## src/rtl/ql_bram_preload_ctrl.sv

```systemverilog
// BRAM preload controller: streams words from a valid/ready source onto the PL_* chain bus.
// Readback verification of every word is compiled in when PL_READBACK_VERIFY_EN is defined.
module ql_bram_preload_ctrl #(
  parameter int unsigned SETUP_CYCLES = 4
) (
  input  logic        CLK_i,
  input  logic        RESET_i,
  input  logic        START_i,
  input  logic [15:0] RAM_SEL_i,
  input  logic [15:0] BASE_ADDR_i,
  input  logic [15:0] WORD_CNT_i,
  input  logic [35:0] WDATA_i,
  input  logic        WVALID_i,
  output logic        WREADY_o,
  output logic        BUSY_o,
  output logic        DONE_o,
  output logic        ERR_o,
  output logic [15:0] ERR_ADDR_o,
  output logic        PL_INIT_o,
  output logic        PL_ENA_o,
  output logic        PL_REN_o,
  output logic        PL_CLK_o,
  output logic [1:0]  PL_WEN_o,
  output logic [31:0] PL_ADDR_o,
  output logic [35:0] PL_DATA_o,
  input  logic [35:0] PL_DATA_i
);

  localparam logic [7:0] SETUP_LAST = 8'(SETUP_CYCLES - 1);

  typedef enum logic [3:0] {
    IDLE, SETUP, W_WAIT, W_LO, W_HI, FINISH
`ifdef PL_READBACK_VERIFY_EN
    , R_LO, R_HI, R_CAP
`endif
  } state_t;

  state_t      state_q, state_d;
  logic [7:0]  setup_cnt_q, setup_cnt_d;
  logic [15:0] sel_q, sel_d;
  logic [15:0] addr_q, addr_d;
  logic [15:0] left_q, left_d;
  logic [35:0] word_q, word_d;
  logic        busy_q, busy_d;
  logic        init_q, init_d;
  logic        wready_q, wready_d;
  logic        ena_q, ena_d;
  logic        pclk_q, pclk_d;
  logic [1:0]  wen_q, wen_d;
  logic        done_q, done_d;
  logic        word_done;
  logic        wr_phase;
`ifdef PL_READBACK_VERIFY_EN
  logic        ren_q, ren_d;
  logic        err_q, err_d;
  logic [15:0] err_addr_q, err_addr_d;
  logic        rd_phase;
`endif

  // Next-state and datapath
  always_comb begin
    state_d     = state_q;
    setup_cnt_d = setup_cnt_q;
    sel_d       = sel_q;
    addr_d      = addr_q;
    left_d      = left_q;
    word_d      = word_q;
    word_done   = 1'b0;
`ifdef PL_READBACK_VERIFY_EN
    err_d       = err_q;
    err_addr_d  = err_addr_q;
`endif
    case (state_q)
      IDLE: begin
        if (START_i) begin
          sel_d       = RAM_SEL_i;
          addr_d      = BASE_ADDR_i;
          left_d      = WORD_CNT_i;
          setup_cnt_d = SETUP_LAST;
`ifdef PL_READBACK_VERIFY_EN
          err_d       = 1'b0;
          err_addr_d  = 16'h0000;
`endif
          state_d     = (WORD_CNT_i == 16'h0000) ? FINISH : SETUP;
        end
      end
      SETUP: begin
        if (setup_cnt_q == 8'h00) state_d = W_WAIT;
        else                      setup_cnt_d = setup_cnt_q - 8'd1;
      end
      W_WAIT: begin
        if (WVALID_i) begin
          word_d  = WDATA_i;
          state_d = W_LO;
        end
      end
      W_LO: state_d = W_HI;
`ifdef PL_READBACK_VERIFY_EN
      W_HI:  state_d = R_LO;
      R_LO:  state_d = R_HI;
      R_HI:  state_d = R_CAP;
      R_CAP: begin
        word_done = 1'b1;
        // Only the first mismatch of a session is recorded
        if ((PL_DATA_i != word_q) && !err_q) begin
          err_d      = 1'b1;
          err_addr_d = addr_q;
        end
      end
`else
      W_HI:  word_done = 1'b1;
`endif
      FINISH: state_d = IDLE;
      default: state_d = IDLE;
    endcase
    if (word_done) begin
      addr_d  = addr_q + 16'd1;
      left_d  = left_q - 16'd1;
      state_d = (left_q == 16'd1) ? FINISH : W_WAIT;
    end
  end

  // Outputs are decoded from the next state so they register in step with it
  always_comb begin
    busy_d   = (state_d != IDLE);
    init_d   = (state_d != IDLE) && (state_d != FINISH);
    wready_d = (state_d == W_WAIT);
    wr_phase = (state_d == W_LO) || (state_d == W_HI);
    ena_d    = wr_phase;
    pclk_d   = (state_d == W_HI);
    wen_d    = wr_phase ? 2'b11 : 2'b00;
    done_d   = (state_q == FINISH);
`ifdef PL_READBACK_VERIFY_EN
    rd_phase = (state_d == R_LO) || (state_d == R_HI);
    ena_d    = wr_phase || rd_phase;
    pclk_d   = (state_d == W_HI) || (state_d == R_HI);
    ren_d    = rd_phase;
`endif
  end

  always_ff @(posedge CLK_i) begin
    if (RESET_i) begin
      state_q     <= IDLE;
      setup_cnt_q <= 8'h00;
      sel_q       <= 16'h0000;
      addr_q      <= 16'h0000;
      left_q      <= 16'h0000;
      word_q      <= 36'h0;
      busy_q      <= 1'b0;
      init_q      <= 1'b0;
      wready_q    <= 1'b0;
      ena_q       <= 1'b0;
      pclk_q      <= 1'b0;
      wen_q       <= 2'b00;
      done_q      <= 1'b0;
`ifdef PL_READBACK_VERIFY_EN
      ren_q       <= 1'b0;
      err_q       <= 1'b0;
      err_addr_q  <= 16'h0000;
`endif
    end else begin
      state_q     <= state_d;
      setup_cnt_q <= setup_cnt_d;
      sel_q       <= sel_d;
      addr_q      <= addr_d;
      left_q      <= left_d;
      word_q      <= word_d;
      busy_q      <= busy_d;
      init_q      <= init_d;
      wready_q    <= wready_d;
      ena_q       <= ena_d;
      pclk_q      <= pclk_d;
      wen_q       <= wen_d;
      done_q      <= done_d;
`ifdef PL_READBACK_VERIFY_EN
      ren_q       <= ren_d;
      err_q       <= err_d;
      err_addr_q  <= err_addr_d;
`endif
    end
  end

  assign WREADY_o  = wready_q;
  assign BUSY_o    = busy_q;
  assign DONE_o    = done_q;
  assign PL_INIT_o = init_q;
  assign PL_ENA_o  = ena_q;
  assign PL_CLK_o  = pclk_q;
  assign PL_WEN_o  = wen_q;
  assign PL_ADDR_o = {sel_q, addr_q};
  assign PL_DATA_o = word_q;
`ifdef PL_READBACK_VERIFY_EN
  assign PL_REN_o   = ren_q;
  assign ERR_o      = err_q;
  assign ERR_ADDR_o = err_addr_q;
`else
  logic unused_pl_data;
  assign unused_pl_data = ^PL_DATA_i;
  assign PL_REN_o   = 1'b0;
  assign ERR_o      = 1'b0;
  assign ERR_ADDR_o = 16'h0000;
`endif

endmodule

```

## config.mk

```make
export PLATFORM = sky130hd
export DESIGN_NAME = ql_bram_preload_ctrl
export DESIGN_NICKNAME = d
export VERILOG_FILES = /design/src/rtl/ql_bram_preload_ctrl.sv
export SDC_FILE = /design/constraint.sdc
export NUM_CORES = 1
export LEC_CHECK = 0
export CAP_MARGIN = 0
export CORE_MARGIN = 5
export CORE_UTILIZATION = 41
export CTS_CLUSTER_SIZE = 25
export DETAILED_ROUTE_END_ITERATION = 10
export MAX_ROUTING_LAYER = met4
export PLACE_DENSITY = 0.81
export SYNTH_ARGS = -nofsm -noshare
export SYNTH_HDL_FRONTEND = slang
export SYNTH_SLANG_ARGS = --single-unit
```

## constraint.sdc

```tcl
create_clock -name CLK_i -period 3 [get_ports CLK_i]
set_clock_uncertainty 0.1 [all_clocks]
set_input_delay 0.6 -clock CLK_i [delete_from_list [all_inputs] [get_ports CLK_i]]
set_output_delay 0.6 -clock CLK_i [all_outputs]
set_load 0.02 [all_outputs]
```

==> metrics, run 1 <==
IO Count 218; Setup TNS 0 ps; Pre-antenna DRT Iters 4; Fin. Hold Viols 0; Synth Flop Type dfxtp_1; Synth Area in XOR/XNOR 1.76%; P_sw 0.000769 W; Die Height 115 µm; Initial Util 41.5%; final period utilization 76.8%; Max Transition Viols Final 0; Post-synth top cells nand2_1 (121), dfxtp_1 (102), a21oi_1 (83); Crit path largest cell delay 620 ps; CTS root buffer clkbuf_8; Reg power frac 52.0%; CTS tree done; Fmax 434 MHz; GPL Wtd Cong 0.883; layout cells sized above 1 5.54%; outcome complete, no violations; area leader, netlist dfxtp_1; worst endpoint required time 3120 ps; Layout Nets 828; post-CTS sizing 0; sequential area share after synthesis 45.5%; first-pass GRT wire length 20100 µm; RSZ-0062 raised after global routing no; cell with the most instances after synthesis nand2_1; Mean Syn Cell Area 8.12 µm²; ranking of synthesized cells by area dfxtp_1 (46%), nand2_1 (10%), a21oi_1 (9.3%), buf_4 (3.3%), nor2_1 (3.1%); hold buffer count at CTS 0; GRT Total Usage 19.3%; setup violators final 0; IO Port Bufs 163; switching share of power 27.4%; CTS Sinks 102; WP data arrival 2430 ps; grt ovf 0; mapped cell area 0.00448 mm²; clock slew at reported path FFs 90 ps; Worst Setup End Kind flop; design area 0.00637 mm²; Synth Area in Adders 1.40%; area of the multi-input gates 0.00221 mm²; synth warn 0; worst IR drop on VDD 0.251 mV; Simple-Gate Fraction of Synth Area 25.3%; Internal Power 0.00204 W; CP max stage cell or4b_4; Floorplan Core Area 0.0108 mm²; DP Area 0.00616 mm²; Vias/cell 5.24; minimum clock period 2310 ps; routed len/inst 15.1 µm; area delta synth->final 42.0%; Yosys reg bits 102; share of the synthesized area in the top cell type 45.5%; post-synthesis compound-gate area fraction 18.2%; Iter 0 DRT Violations 355; H-tree levels 3; total length of routed wires 12700 µm; vias in the first global route 4138; die extent in x 115 µm; Antenna Violating Nets Remaining 0; number of synthesized flops with an enable pin 0; Worst Hold Class flop to flop; crit path cell chain or4b_4 -> or4_4 -> o311ai_1 -> o21a_1 -> nor2_1; measured slew at the worst slew-check pin 830 ps; Yosys cell types 59; antenna cells 0; crit path max fanout 12; standby leakage power 2.20 nW; slew margin rel. 44.1%; fill count 933; PD cells 441 mW/mm²; combinational family with the most area after synthesis simple AND/OR/NAND/NOR gates; Clk pwr share 31.5%; Seq. cell area 0.00204 mm²; row cnt 38; cells after synthesis 552; CTS Buf Count 9; initial antenna violation count 0; via count 4420; later-pin clock latency in the skew report 360 ps; mux cell area share after synthesis 0.977%; postcts setup bufs 0; post-synthesis async set-or-reset flop share 0%; DRC errors left 0; startpoint types flop; largest net degree at the start of global routing 45; dpl hpwl 9500 µm; clock tree buffer depth 2; die area 0.0131 mm²; Setup CP Type flop to flop; Max-Cap Viols 0; combinational share of power 16.6%
per-stage QoR:
stage                     setup WS [ps]  hold WS (ps)  total power (W)  util, %  cells
after floorplan                     948           352          0.00174        -    570
after global placement              607           342          0.00194     57.1    828
after detailed placement            525           346          0.00195     57.1    828
after CTS                           692           361          0.00283     59.0    844
after global routing                598           375          0.00295     59.0    844
final                               695           356          0.00281     59.0    844
worst max-delay path, delay by kind of cell (launching register included):
| kind | cells | cell delay (ps) |
|---|---|---|
| and+or+nand+nor | 3 | 1150 |
| DFF | 1 | 480 |
| AOI/OAI and AO/OA | 2 | 440 |
layer usage:
metal | wire, µm | track usage, % | up-vias | part of all wire [%]
met2 | 6680 | 32.5 | 127 | 53
met3 | 491 | 2.80 | 20 | 3.9
li1 | - | - | 2198 | -
met5 | 0 | - | - | 0
met4 | 241 | 6.57 | 0 | 1.9
met1 | 5300 | 23.7 | 2075 | 42
worst paths after layout:
kind         cells past startpoint  slack, ps         end        from
max                              5        690  left_q[14]  state_q[2]
min                              2        360    sel_q[0]    sel_q[0]
max reg2reg                      5        690  left_q[14]  state_q[2]
min reg2reg                      2        360    sel_q[0]    sel_q[0]
cell type report:
cell class                 instances  area share [%]
tap                              140            2.75
multi-input combinational        409            34.8
clock buffer                       9            1.94
timing repair buffer             171            26.9
clock inverter                     7            1.26
inverter                           6           0.354
sequential                       102            32.1
power by group through the flow:
stage          Combinational, W  Clock (W)  Sequential, W
4_1_cts                0.000466   0.000909        0.00146
2_1_floorplan          0.000232          0        0.00151
3_3_place_gp           0.000453          0        0.00148
3_5_place_dp           0.000464          0        0.00149
5_1_grt                0.000506   0.000976        0.00147
6_report               0.000465   0.000882        0.00146
cells by family after synthesis:
group | after synthesis
AOI/OAI and AO/OA | 135
xor gates and xnor gates | 9
adders and majority gates | 5
buffers and inverters | 59
DFF | 102
muxes | 4
other | 1
and+or+nand+nor | 237
state kept, by name, indices dropped and copies added, names as in the netlist:
signal and count:
DONE_o 1, setup_cnt_q 8, PL_DATA_o 36, PL_CLK_o 1, PL_INIT_o 1, state_q 4, WREADY_o 1, BUSY_o 1
left_q 16, sel_q 16, PL_WEN_o 1, addr_q 16
placed cells by master (no fill, tap or decap), drive strengths merged, types with 3 or more instances in the layout:
cell / count
conb: 19
buf: 9
a2bb2oi: 3
nor4: 10
a31oi: 9
inv: 8
or4: 3
dfxtp: 102
nand2: 121
o21ai: 8
ha: 5
or3: 6
clkdlybuf4s50: 162
nand3: 14
nand4: 5
and2: 4
nor3: 15
and3: 4
a21oi: 83
xor2: 6
nor4b: 5
clkinv: 3
o211ai: 8
nor2: 37
a211oi: 5
mux2: 3
o311ai: 3
xnor2: 3
nand2b: 4
clkbuf: 9
(Power assumes the default switching activity.)
==> run 2, diff against run 1 <==
--- a/config.mk
+++ b/config.mk
@@ -7,11 +7,11 @@
 export LEC_CHECK = 0
 export CAP_MARGIN = 0
 export CORE_MARGIN = 5
-export CORE_UTILIZATION = 41
+export CORE_UTILIZATION = 37
 export CTS_CLUSTER_SIZE = 25
 export DETAILED_ROUTE_END_ITERATION = 10
 export MAX_ROUTING_LAYER = met4
-export PLACE_DENSITY = 0.81
+export PLACE_DENSITY = 0.77
 export SYNTH_ARGS = -nofsm -noshare
 export SYNTH_HDL_FRONTEND = slang
 export SYNTH_SLANG_ARGS = --single-unit
==> constraint.sdc (replaced) <==
create_clock -name CLK_i -period 2.09 [get_ports CLK_i]
set_clock_uncertainty 0.1 [all_clocks]
set_input_delay 0.418 -clock CLK_i [delete_from_list [all_inputs] [get_ports CLK_i]]
set_output_delay 0.418 -clock CLK_i [all_outputs]
set_load 0.02 [all_outputs]
==> run 2 against run 1 <==
  * Die area grew 9.8%
  * Sequential cell count unchanged
  * Combinational power grew 57%
  * Register-to-register slack worse by 650 ps
  * Non-clock buffer count is 35 higher
  * Total power grew 59%
  * Critical endpoint unchanged
  * Largest power group unchanged
  * Highest routed layer unchanged
==> metrics, run 2 (synthesis gave the netlist of run 1 again) <==
switching share of power 25.7% (-1.7 points); initial antenna violation count 0 (unchanged); Pre-antenna DRT Iters 5 (+1); CTS root buffer clkbuf_16; Initial Util 37.5% (-4.1 points); via count 4579 (+3.6%); first-pass GRT wire length 20400 µm (+1.3%); fill count 1063 (+14%); row cnt 40 (+5.3%); area delta synth->final 50.6%; commonest non-fill, non-tap cell in the layout clkdlybuf4s50_1; setup violators final 0 (unchanged); max FFs per register 36 (unchanged); largest net degree at the start of global routing 38 (-16%); Worst Setup End Kind flop; Layout Nets 863 (+4.2%); IO Port Bufs 163 (unchanged); Fmax 490 MHz (+13%); reg2reg start left_q[2]; standby leakage power 2.41 nW (+9.2%); dpl hpwl 9740 µm (+2.4%); PD cells 660 mW/mm² (+50%); final core occ 56.5% (-2.5 points); r2r setup slk 50 ps (-650 ps); Critical Path Source left_q[2]; WP data arrival 2150 ps (-280 ps); routed len/inst 14.6 µm (-3.1%); Placed Instances 867 (+4.7%); combinational share of power 16.4% (-0.2 points); worst endpoint required time 2200 ps (-920 ps); GRT Total Usage 17.5% (-1.8 points); minimum clock period 2040 ps (-262 ps); Floorplan Core Area 0.0120 mm² (+11%); Internal Power 0.00332 W (+63%); Antenna Violating Nets Remaining 0 (unchanged); layout cells sized above 1 10.3% (+4.8 points); final period utilization 97.7% (+21 points); later-pin clock latency in the skew report 330 ps (-30 ps); clock tree buffer depth 2 (unchanged); vias in the first global route 4326 (+4.5%); hold buffer count at CTS 0 (unchanged); die extent in x 120 µm (+4.8%); Seq. cell area 0.00204 mm² (unchanged); Cells on Worst Hold Path 2 (unchanged); CTS Buf Count 9 (unchanged); die area 0.0144 mm² (+9.8%); total length of routed wires 12900 µm (+1.5%); WHS 353 ps (-3.13 ps); Layout Cells excl Fill 884 (+4.7%); Die Height 120 µm (+4.8%); Fin. Hold Viols 0 (unchanged); Reg power frac 46.8% (-5.2 points); min-delay src sel_q[7]; Worst Hold Class flop to flop; reg2reg end left_q[14]; worst IR drop on VDD 0.450 mV (+79%); Iter 0 DRT Violations 324 (-8.7%); Register-to-Register Path Depth 5 (unchanged); Worst Setup EP left_q[14]; highest-count cells in the layout ignoring fill and taps clkdlybuf4s50_1 (162), nand2_1 (121), dfxtp_1 (102), a21oi_1 (82), buf_4 (41); grt ovf 0 (unchanged); Setup CP Type flop to flop; CTS Sinks 102 (unchanged); clock slew at reported path FFs 70 ps (-20 ps); IO Count 218 (unchanged); crit path max fanout 4 (-8); Max-Cap Viols 0 (unchanged); antenna cells 0 (unchanged); startpoint types flop; area of the multi-input gates 0.00224 mm² (+1.4%); Clk pwr share 36.8% (+5.3 points); GPL Wtd Cong 0.902 (+2.1%); Max Transition Viols Final 0 (unchanged); P_sw 0.00115 W (+49%); DRC errors left 0 (unchanged); H-tree levels 3 (unchanged); CTS tree done; RSZ-0062 raised after global routing yes; outcome complete, no violations; Vias/cell 5.18 (-1.1%)
==> run 2: changes by cell type in the layout (fill, tap and decap cells not counted), sizes merged <==
cell / delta
clkinv: -3
buf: +35
inv: -1
clkinvlp: +2
==> run 2: repair_timing <==
item                                    in CTS  in global routing
resized for setup                            0                  5
buffers inserted                             0                  3
endpoints found under the setup margin       0                  8
hold endpoints to repair                     0                  0
==> run 2: final cells by class <==
| cell class | instances | share of cell area [%] |
|---|---|---|
| multi-input combinational | 409 | 33.2 |
| sequential | 102 | 30.2 |
| timing repair buffer | 206 | 29.2 |
| clock inverter | 5 | 0.908 |
| clock buffer | 9 | 3.33 |
| inverter | 6 | 0.333 |
| tap | 147 | 2.72 |
==> run 2: power groups by stage <==
stage | logic, W | registers, W | clock network, W
after global placement | 0.000706 | 0.00212 | 0
after CTS | 0.000724 | 0.00209 | 0.00168
after floorplan | 0.000334 | 0.00217 | 0
final | 0.000730 | 0.00209 | 0.00164
after global routing | 0.000790 | 0.00210 | 0.00178
after detailed placement | 0.000722 | 0.00213 | 0
==> run 2: through the flow <==
| stage | setup TNS (ps) | total power (W) | setup WS (ps) | area, µm² |
|---|---|---|---|---|
| floorplan | 0 | 0.00250 | 38.3 | 4550 |
| global placement | -173 | 0.00283 | -107 | 6410 |
| detailed placement | -222 | 0.00285 | -124 | 6410 |
| CTS | 0 | 0.00449 | 26.7 | 6700 |
| global route | -9.95 | 0.00466 | -6.88 | 6750 |
| finish | 0 | 0.00446 | 47.1 | 6750 |
==> run 2: per-layer routing <==
layer | routed length, µm | share of wire, % | vias up | global-route usage (%)
met1 | 5580 | 43 | 2164 | 22.2
met2 | 6530 | 51 | 142 | 28.4
met4 | 179 | 1.4 | 0 | 5.58
li1 | - | - | 2257 | -
met3 | 615 | 4.8 | 16 | 3.11
met5 | 0 | 0 | - | -
==> run 2: how the worst min path moves through the flow <==
stage,to
CTS,sel_q[7]
finish,sel_q[7]
global route,PL_DATA_o[23]
detailed placement,PL_DATA_o[7]
global placement,PL_DATA_o[35]
floorplan,left_q[11]
==> run 2: worst max-delay path: stages, from the launching register on <==
cell and delay (ps):
dfxtp_1 310, or4_4 560, or4_4 540, o311ai_4 230, o21a_1 160, nor2_1 30
==> run 3, diff against run 2 <==
--- a/config.mk
+++ b/config.mk
@@ -6,12 +6,13 @@
 export NUM_CORES = 1
 export LEC_CHECK = 0
 export CAP_MARGIN = 0
-export CORE_MARGIN = 5
-export CORE_UTILIZATION = 37
+export CELL_PAD_IN_SITES_DETAIL_PLACEMENT = 0
+export CELL_PAD_IN_SITES_GLOBAL_PLACEMENT = 1
+export CORE_UTILIZATION = 26
 export CTS_CLUSTER_SIZE = 25
 export DETAILED_ROUTE_END_ITERATION = 10
 export MAX_ROUTING_LAYER = met4
-export PLACE_DENSITY = 0.77
+export PLACE_DENSITY_LB_ADDON = 0.1
 export SYNTH_ARGS = -nofsm -noshare
 export SYNTH_HDL_FRONTEND = slang
 export SYNTH_SLANG_ARGS = --single-unit
==> run 3 against run 2 <==
  * Register-to-register slack improved by 30 ps
  * Fmax grew 1.6%
  * Wire length rose by 5.2%
  * Largest power group unchanged
  * Highest routed layer unchanged
==> metrics, run 3 (synthesis gave the netlist of run 1 again) <==
outcome complete, no violations; CP max stage cell or4b_4; Die Height 133 µm (+11%); CTS root buffer clkbuf_16; later-pin clock latency in the skew report 350 ps (+20 ps); Worst Hold Class flop to flop; largest net degree at the start of global routing 41 (+7.9%); initial antenna violation count 0 (unchanged); Vias/cell 4.58 (-12%); row cnt 47 (+18%); commonest non-fill, non-tap cell in the layout clkdlybuf4s50_1; total length of routed wires 13600 µm (+5.2%); DRC errors left 0 (unchanged); worst IR drop on VDD 0.402 mV (-11%); Max-Cap Viols 0 (unchanged); routed len/inst 14.0 µm (-3.7%); Max Transition Viols Final 0 (unchanged); Worst Setup End Kind flop; Register-to-Register Path Depth 5 (unchanged); IO Port Bufs 163 (unchanged); grt ovf 0 (unchanged); layout cells sized above 1 11.3% (+0.95 points); CTS Buf Count 9 (unchanged); reg2reg end left_q[14]; antenna cells 0 (unchanged); design area 0.00689 mm² (+1.9%); minimum clock period 2010 ps (-32.4 ps); Initial Util 26.9% (-11 points); Iter 0 DRT Violations 204 (-37%); Setup CP Type flop to flop; reg2reg start state_q[3]; crit path max fanout 6 (+2); GRT Total Usage 16.1% (-1.4 points); WP data arrival 2130 ps (-20 ps); Setup TNS 0 ps (unchanged); IO Count 218 (unchanged); min-delay src PL_DATA_o[34]; Fin. Hold Viols 0 (unchanged); startpoint types flop; Fmax 497 MHz (+1.6%); Cells on Worst Hold Path 2 (unchanged); die extent in x 133 µm (+11%); PD cells 638 mW/mm² (-3.4%); CTS tree done; max FFs per register 36 (unchanged); hold path endpoint PL_DATA_o[34]; first-pass GRT wire length 22000 µm (+8.0%); Floorplan Core Area 0.0167 mm² (+40%); standby leakage power 2.44 nW (+1.4%); GPL Wtd Cong 0.762 (-16%); Placed Instances 948 (+9.3%); clock tree buffer depth 2 (unchanged); highest-count cells in the layout ignoring fill and taps clkdlybuf4s50_1 (162), nand2_1 (121), dfxtp_1 (102), a21oi_1 (83), buf_4 (47); fill count 1716 (+61%); Antenna Violating Nets Remaining 0 (unchanged); setup violators final 0 (unchanged); Layout Nets 870 (+0.81%); RSZ-0062 raised after global routing no; via count 4422 (-3.4%); slew margin rel. 63.3%; worst endpoint required time 2210 ps (about the same); final period utilization 96.2% (-1.6 points); measured slew at the worst slew-check pin 550 ps; CTS Sinks 102 (unchanged); crit path cell chain or4b_4 -> or4_4 -> o311ai_2 -> o21a_1 -> nor2_1; Layout Cells excl Fill 966 (+9.3%); H-tree levels 3 (unchanged); area delta synth->final 53.5%; total power 0.00439 W (-1.5%); DP Area 0.00658 mm² (+2.6%); Pre-antenna DRT Iters 4 (-1); r2r setup slk 80 ps (+30 ps); vias in the first global route 4282 (-1.0%); die area 0.0178 mm² (+23%); clock slew at reported path FFs 70 ps (about the same); dpl hpwl 10100 µm (+3.7%); Crit path largest cell delay 610 ps (+50 ps)
[run 3: changes by cell type in the layout (fill, tap and decap cells not counted), sizes merged]
cell    before  now
buf         44   51
bufinv       1    0
clkbuf       9   11
clkinv       0    2
inv          7    6
[run 3: worst max path at each step]
stage | slack, ps | to | cells after the start | from
final | 80 | left_q[14] | 5 | state_q[3]
after global routing | 3 | WREADY_o | 6 | left_q[2]
after CTS | 5 | left_q[13] | 6 | left_q[2]
after global placement | -80 | PL_INIT_o | 5 | WORD_CNT_i[9]
after floorplan | 40 | left_q[14] | 5 | left_q[2]
after detailed placement | -80 | PL_INIT_o | 5 | WORD_CNT_i[9]
[run 3: cell type report]
cell class | count | area [µm²] | share of cell area, %
Clock buffer | 11 | 233 | 3.38
Clock inverter | 5 | 36.3 | 0.527
Inverter | 6 | 22.5 | 0.327
Multi-Input combinational cell | 409 | 2240 | 32.5
Sequential cell | 102 | 2040 | 29.7
Tap cell | 220 | 275 | 4.00
Timing Repair Buffer | 213 | 2040 | 29.6
[run 3: worst max-delay path, delay by kind of cell, from the launching register on]
kind,cells,cell delay [ps]
DFF,1,320
AOI/OAI and AO/OA,2,370
and+or+nand+nor,3,1090
[run 3: metal layers]
layer | share of wire (%) | wire, µm | track usage, %
met4 | 0.80 | 109 | 4.73
met2 | 47 | 6340 | 24.7
met1 | 48 | 6490 | 20.7
met3 | 4.7 | 636 | 4.11
met5 | 0 | 0 | -
[run 3: where the power goes]
group / switching [W] / leakage [nW] / internal, W
clock: 0.000754 / 0.122 / 0.000809
sequential: 0.0000677 / 0.830 / 0.00202
combinational: 0.000355 / 1.49 / 0.000390
total: 0.00118 / 2.44 / 0.00322
[run 3: timing repair]
item / 4_1_cts / 5_1_grt
hold buffers: 0 / 0
buffers inserted: 0 / 2
hold endpoints to repair: 0 / 0
gates resized for setup: 0 / 4
setup endpoints to repair: 0 / 10
[run 3: stage by stage]
stage	setup slack, ps	utilization, %	hold WS (ps)
finish	79.5	41.2	355
global route	2.88	41.2	378
CTS	5.43	41.0	358
detailed placement	-79.7	39.4	346
global placement	-80.1	39.4	343
floorplan	38.3	-	352
